===== src/rtl/fpu_seq_pkg.sv =====
// fpu_seq_pkg: shared types and encodings for the FP op sequencer.
//   seq_state_t      - sequencer FSM states
//   FRM_*            - RISC-V rounding-mode encodings (101/110 reserved)
//   FFLAG_*          - bit positions inside the 5-bit fflags vector
//   resolve_frm()    - instruction frm, or fcsr.frm when the instruction says dynamic
//   frm_is_reserved()- true for encodings the FPU must never see
package fpu_seq_pkg;

    typedef enum logic [1:0] {
        ST_IDLE  = 2'd0,
        ST_START = 2'd1,
        ST_EXEC  = 2'd2,
        ST_WB    = 2'd3
    } seq_state_t;

    localparam logic [2:0] FRM_RNE = 3'b000;
    localparam logic [2:0] FRM_RTZ = 3'b001;
    localparam logic [2:0] FRM_RDN = 3'b010;
    localparam logic [2:0] FRM_RUP = 3'b011;
    localparam logic [2:0] FRM_RMM = 3'b100;
    localparam logic [2:0] FRM_DYN = 3'b111;

    localparam int FFLAG_NV = 4;
    localparam int FFLAG_DZ = 3;
    localparam int FFLAG_OF = 2;
    localparam int FFLAG_UF = 1;
    localparam int FFLAG_NX = 0;

    function automatic logic [2:0] resolve_frm(input logic [2:0] inst_frm,
                                               input logic [2:0] csr_frm);
        return (inst_frm == FRM_DYN) ? csr_frm : inst_frm;
    endfunction

    // Anything above RMM is reserved once resolved (including DYN held in fcsr).
    function automatic logic frm_is_reserved(input logic [2:0] frm);
        return frm > FRM_RMM;
    endfunction

endpackage


===== src/rtl/fpu_sequencer.sv =====
// fpu_sequencer: accepts one FP operation at a time, launches the FPU,
// waits for its result (with a timeout), and writes the result back to the
// FP register file. FLW load write-backs share the write port and always win.
//
// Ports:
//   clk, rst                  clock, synchronous active-high reset
//   req_valid/req_ready       request handshake (ready only in IDLE)
//   req_rd/rs1/rs2, req_frm   operation fields; fcsr_frm used when req_frm = DYN
//   rf_rs1, rf_rs2            register-file read indices for the running op
//   fpu_start, fpu_frm        one-cycle launch pulse and resolved rounding mode
//   fpu_done/result/flags     FPU completion
//   ld_wen/ld_rd/ld_data      FLW write-back request
//   rf_wen/rf_rd/rf_w_data    register-file write port
//   fflags_set                accrued-flag pulse on result commit
//   illegal_rm, timeout       one-cycle error pulses
//   busy                      high whenever not IDLE
module fpu_sequencer
    import fpu_seq_pkg::*;
#(
    parameter int unsigned TIMEOUT_CYCLES = 255
) (
    input  logic        clk,
    input  logic        rst,
    input  logic        req_valid,
    output logic        req_ready,
    input  logic [4:0]  req_rd,
    input  logic [4:0]  req_rs1,
    input  logic [4:0]  req_rs2,
    input  logic [2:0]  req_frm,
    input  logic [2:0]  fcsr_frm,
    output logic [4:0]  rf_rs1,
    output logic [4:0]  rf_rs2,
    output logic        fpu_start,
    output logic [2:0]  fpu_frm,
    input  logic        fpu_done,
    input  logic [31:0] fpu_result,
    input  logic [4:0]  fpu_flags,
    input  logic        ld_wen,
    input  logic [4:0]  ld_rd,
    input  logic [31:0] ld_data,
    output logic        rf_wen,
    output logic [4:0]  rf_rd,
    output logic [31:0] rf_w_data,
    output logic [4:0]  fflags_set,
    output logic        illegal_rm,
    output logic        timeout,
    output logic        busy
);

    localparam logic [7:0] TIMEOUT_LIMIT = 8'(TIMEOUT_CYCLES);

    seq_state_t  state_reg,   state_next;
    logic [4:0]  rd_reg,      rd_next;
    logic [4:0]  rs1_reg,     rs1_next;
    logic [4:0]  rs2_reg,     rs2_next;
    logic [2:0]  frm_reg,     frm_next;
    logic [31:0] result_reg,  result_next;
    logic [4:0]  flags_reg,   flags_next;
    logic [7:0]  cnt_reg,     cnt_next;
    logic        illegal_reg, illegal_next;
    logic        timeout_reg, timeout_next;

    logic [2:0]  frm_resolved;
    logic        accept;
    logic        run;
    logic        in_op;
    logic        commit;

    assign frm_resolved = resolve_frm(req_frm, fcsr_frm);
    assign accept       = req_valid && (state_reg == ST_IDLE);

    always_comb begin
        state_next   = state_reg;
        rd_next      = rd_reg;
        rs1_next     = rs1_reg;
        rs2_next     = rs2_reg;
        frm_next     = frm_reg;
        result_next  = result_reg;
        flags_next   = flags_reg;
        cnt_next     = cnt_reg;
        illegal_next = 1'b0;
        timeout_next = 1'b0;

        case (state_reg)
            ST_IDLE: begin
                if (accept) begin
                    rd_next  = req_rd;
                    rs1_next = req_rs1;
                    rs2_next = req_rs2;
                    frm_next = frm_resolved;
                    if (frm_is_reserved(frm_resolved)) begin
                        illegal_next = 1'b1;
                    end else begin
                        state_next = ST_START;
                    end
                end
            end
            ST_START: begin
                if (fpu_done) begin
                    result_next = fpu_result;
                    flags_next  = fpu_flags;
                    state_next  = ST_WB;
                end else begin
                    cnt_next   = 8'd0;
                    state_next = ST_EXEC;
                end
            end
            ST_EXEC: begin
                if (fpu_done) begin
                    result_next = fpu_result;
                    flags_next  = fpu_flags;
                    state_next  = ST_WB;
                end else begin
                    cnt_next = cnt_reg + 8'd1;
                    // cnt_next counts EXEC cycles spent without a result.
                    if (cnt_next == TIMEOUT_LIMIT) begin
                        timeout_next = 1'b1;
                        state_next   = ST_IDLE;
                    end
                end
            end
            ST_WB: begin
                // A load holding the write port stalls the commit in place.
                if (!ld_wen) begin
                    state_next = ST_IDLE;
                end
            end
            default: state_next = ST_IDLE;
        endcase
    end

    always_ff @(posedge clk) begin
        if (rst) begin
            state_reg   <= ST_IDLE;
            rd_reg      <= 5'd0;
            rs1_reg     <= 5'd0;
            rs2_reg     <= 5'd0;
            frm_reg     <= 3'd0;
            result_reg  <= 32'd0;
            flags_reg   <= 5'd0;
            cnt_reg     <= 8'd0;
            illegal_reg <= 1'b0;
            timeout_reg <= 1'b0;
        end else begin
            state_reg   <= state_next;
            rd_reg      <= rd_next;
            rs1_reg     <= rs1_next;
            rs2_reg     <= rs2_next;
            frm_reg     <= frm_next;
            result_reg  <= result_next;
            flags_reg   <= flags_next;
            cnt_reg     <= cnt_next;
            illegal_reg <= illegal_next;
            timeout_reg <= timeout_next;
        end
    end

    // Every output is forced quiet while rst is high, so an op interrupted
    // by reset can never leak a write, flag pulse or error pulse.
    assign run    = !rst;
    assign in_op  = (state_reg != ST_IDLE);
    assign commit = run && (state_reg == ST_WB) && !ld_wen;

    assign req_ready  = run && !in_op;
    assign busy       = run && in_op;
    assign fpu_start  = run && (state_reg == ST_START);
    assign rf_rs1     = busy ? rs1_reg : 5'd0;
    assign rf_rs2     = busy ? rs2_reg : 5'd0;
    assign fpu_frm    = busy ? frm_reg : 3'd0;
    assign illegal_rm = run && illegal_reg;
    assign timeout    = run && timeout_reg;
    assign fflags_set = commit ? flags_reg : 5'd0;

    // Write port: FLW first, then the FSM commit.
    always_comb begin
        rf_wen    = 1'b0;
        rf_rd     = 5'd0;
        rf_w_data = 32'd0;
        if (run && ld_wen) begin
            rf_wen    = 1'b1;
            rf_rd     = ld_rd;
            rf_w_data = ld_data;
        end else if (commit) begin
            rf_wen    = 1'b1;
            rf_rd     = rd_reg;
            rf_w_data = result_reg;
        end
    end

endmodule


===== config.mk =====
export PLATFORM = sky130hd
export DESIGN_NAME = fpu_sequencer
export DESIGN_NICKNAME = d
export VERILOG_FILES = /design/src/rtl/fpu_seq_pkg.sv /design/src/rtl/fpu_sequencer.sv
export SDC_FILE = /design/constraint.sdc
export NUM_CORES = 1
export LEC_CHECK = 0
export ABC_CLOCK_PERIOD_IN_PS = 2900
export CELL_PAD_IN_SITES_DETAIL_PLACEMENT = 1
export CELL_PAD_IN_SITES_GLOBAL_PLACEMENT = 1
export CORE_ASPECT_RATIO = 1.25
export CORE_MARGIN = 2
export CORE_UTILIZATION = 25
export DETAILED_ROUTE_END_ITERATION = 6
export PLACE_DENSITY = 0.81
export SLEW_MARGIN = 5
export SYNTH_ARGS = -nofsm -noshare
export SYNTH_HDL_FRONTEND = slang
export SYNTH_SLANG_ARGS = --single-unit

===== constraint.sdc =====
create_clock -name clk -period 2.9 [get_ports clk]
set_input_delay 0.87 -clock clk [delete_from_list [all_inputs] [get_ports clk]]
set_output_delay 0.87 -clock clk [all_outputs]
set_load 0.005 [all_outputs]

==> results.md <==
- Final ANT Viol Nets: 0
- CP max FO: 5
- Largest register FFs: 32
- Slew headroom: a little under three fifths
- DRT Pass-1 Iters: 4
- Iter 0 DRT Violations: 152
- Worst-margin pin slew: ~670 ps
- Residual DRC: 0
- MaxCap Viol Count: 0
- Via count: 3852
- Later-pin clock latency in the skew report: 330 ps
- Hold crit path type: register to register
- Largest net degree at the start of global routing: 38
- Maximum buffer depth of the clock tree: 2
- Critical Path RT: between 2000 and 2500 ps
- Met2 WL: about 7000 um
- Dpl cells: roughly 740
- Met3 wire length: 632 um
- Non-Filler Instances: ~800
- Yosys reg bits: 67
- Layout cells sized above 1: between 10% and 20%
- Clock power frac: ~33%
- Nets: 713
- Post-synth top flop: dfxtp_1
- Die area: roughly 14000 um^2
- Starting Density: 25.4%
- Sw frac: 32.0%
- Critical Path AT: roughly 2000 ps
- Vias in the first global route: 4090
- Flop pwr share: 36.5%
- Vias per cell: 4.92
- Max-slew violation count: 0
- Die Y: ~130 um
- HPWL Detailed: between 9000 and 10000 um
- CP Class: primary input to output port
- Most common cell after layout, fill and taps aside: nand2_1
- Cells after Synth: roughly 430
- Metal-1 WL: approximately 5000 um
- Leakage Power: around 2.5 nW
- Io pins: between 150 and 200
- Synth warn: 0
- Cell Pwr Density: around 570 nW/um^2
- Clk slew on worst S/H paths: 60 ps
- Tmin final: about 2900 ps
- Total net switching power: approximately 0.0010 W
- Outcome: finished, final reports clean
- Fin crit share: between 90% and 100%
- Core area: around 13000 um^2
- Sequential-to-total area share from yosys stat: about two fifths
- H-tree levels: 3
- Library cells used by synthesis: 47
- Setup Viol. Count Final: 0
- Core Rows: 47
- Crit. End Element: output port
- Post-Route WL: ~13000 um
- Area Overhead vs Synth: 70.2%
- Placer Congestion: between 0.7 and 0.8
- Initial antenna violation count: 1
- Final worst clock skew: roughly 4.8 ps
- GRT Total Usage: a little under a fifth
- Fmax: 347 MHz
- Clock sinks: 67
- Max IR drop VDD: 0.227 mV
- Most frequent cells in the layout: nand2_1, clkdlybuf4s50_1, dfxtp_1, a21oi_1, a22o_1
- GRT overflow: 0
- CTS buffer count: 9
- Final core utilization: between 40% and 50%
- Syn Nets: about 540
- Buffers on Ports: 160
- Average wire per standard cell: 16.9 um
- CTS tree: yes
- First-pass GRT wire length: 20300 um
- CP Launch Type: primary input
- Die W: 107 um
- Post-synth EDFFs: 0
- Antenna cells: 0
- Highest metal used: met5
- Final Hold Viols: 0
- Clock root buffer: clkbuf_16
- Avg Inst Size Synth: 7.72 um^2
- Synthesized cell area: 3340 um^2
- Int Power: 0.00222 W
- Async S/R FF share, synth: 0%
- Comb power frac: 30.1%
==> metal layers <==
layer  vias to the layer above  global-route usage, %
met5                         -                      0
met4                         2                   7.58
met3                        30                   3.52
met2                       123                   33.9
met1                      1850                   19.4
li1                       1847                      -
==> cell families after synthesis <==
kind of cell | synth area share (%)
and+or+nand+nor | 25.8
AOI/OAI and AO/OA | 25.9
DFF | 40.2
buffers and inverters | 5.25
adders and majority gates | 2.25
muxes | 0.600
==> worst max-delay path: stages <==
cell and delay (ps):
buf_4 130, nor3b_4 250, buf_4 150, buf_6 120, buf_4 140, and2_1 130
clkdlybuf4s15_1 210
==> synthesized netlist by cell type (4+ instances only) <==
cell type | count | area, um^2
nand2_1 | 119 | 447
dfxtp_1 | 67 | 1340
a21oi_1 | 61 | 305
a22o_1 | 37 | 324
clkbuf_1 | 28 | 105
and2_1 | 21 | 131
nor2_1 | 15 | 56.3
inv_1 | 10 | 37.5
ha_1 | 6 | 75.1
o21ai_0 | 6 | 30.0
nor2b_1 | 5 | 31.3
a31oi_1 | 4 | 25.0
nor3_1 | 4 | 20.0
==> worst paths after layout <==
check,startpoint,endpoint,slack (ps),cells past startpoint
worst min register to register,frm_reg[0],frm_reg[0],450,2
worst max-delay path,rst,fflags_set[0],20,7
worst max register to register,cnt_reg[0],state_reg[0],670,6
worst min-delay path,frm_reg[0],frm_reg[0],450,2
==> layout make-up <==
type / count / area (um^2)
Multi-Input combinational cell: 321 / 1850
Timing Repair Buffer: 198 / 1940
Tap cell: 171 / 214
Clock buffer: 9 / 225
Fill cell: 1581 / 7440
Inverter: 10 / 37.5
Clock inverter: 7 / 68.8
Sequential cell: 67 / 1340
==> what timing repair did <==
| item | in CTS | in global routing |
|---|---|---|
| hold buffers | 0 | 0 |
| gates cloned | 3 | 2 |
| pin swaps | 12 | 2 |
| setup endpoints to repair | 56 | 19 |
| setup buffers | 7 | 16 |
| resized for setup | 88 | 33 |
==> per-stage QoR <==
| stage | cell area, um^2 | hold WS [ps] | setup TNS [ps] | worst slack, ps | total power [W] |
|---|---|---|---|---|---|
| floorplan | 3340 | 427 | 0 | 145 | 0.00166 |
| global placement | 5180 | 438 | -19550 | -474 | 0.00208 |
| detailed placement | 5180 | 442 | -23070 | -567 | 0.00214 |
| CTS | 5560 | 457 | -1420 | -120 | 0.00326 |
| global route | 5680 | 475 | -33.6 | -7.97 | 0.00346 |
| finish | 5680 | 453 | 0 | 18.3 | 0.00326 |
==> power groups by stage <==
stage	Sequential, W	Clock (W)	Combinational, W
2_1_floorplan	0.00116	0	0.000499
3_3_place_gp	0.00119	0	0.000881
3_5_place_dp	0.00121	0	0.000930
4_1_cts	0.00119	0.00111	0.000957
5_1_grt	0.00121	0.00116	0.00109
6_report	0.00119	0.00109	0.000981
(Power assumes the default switching activity.)
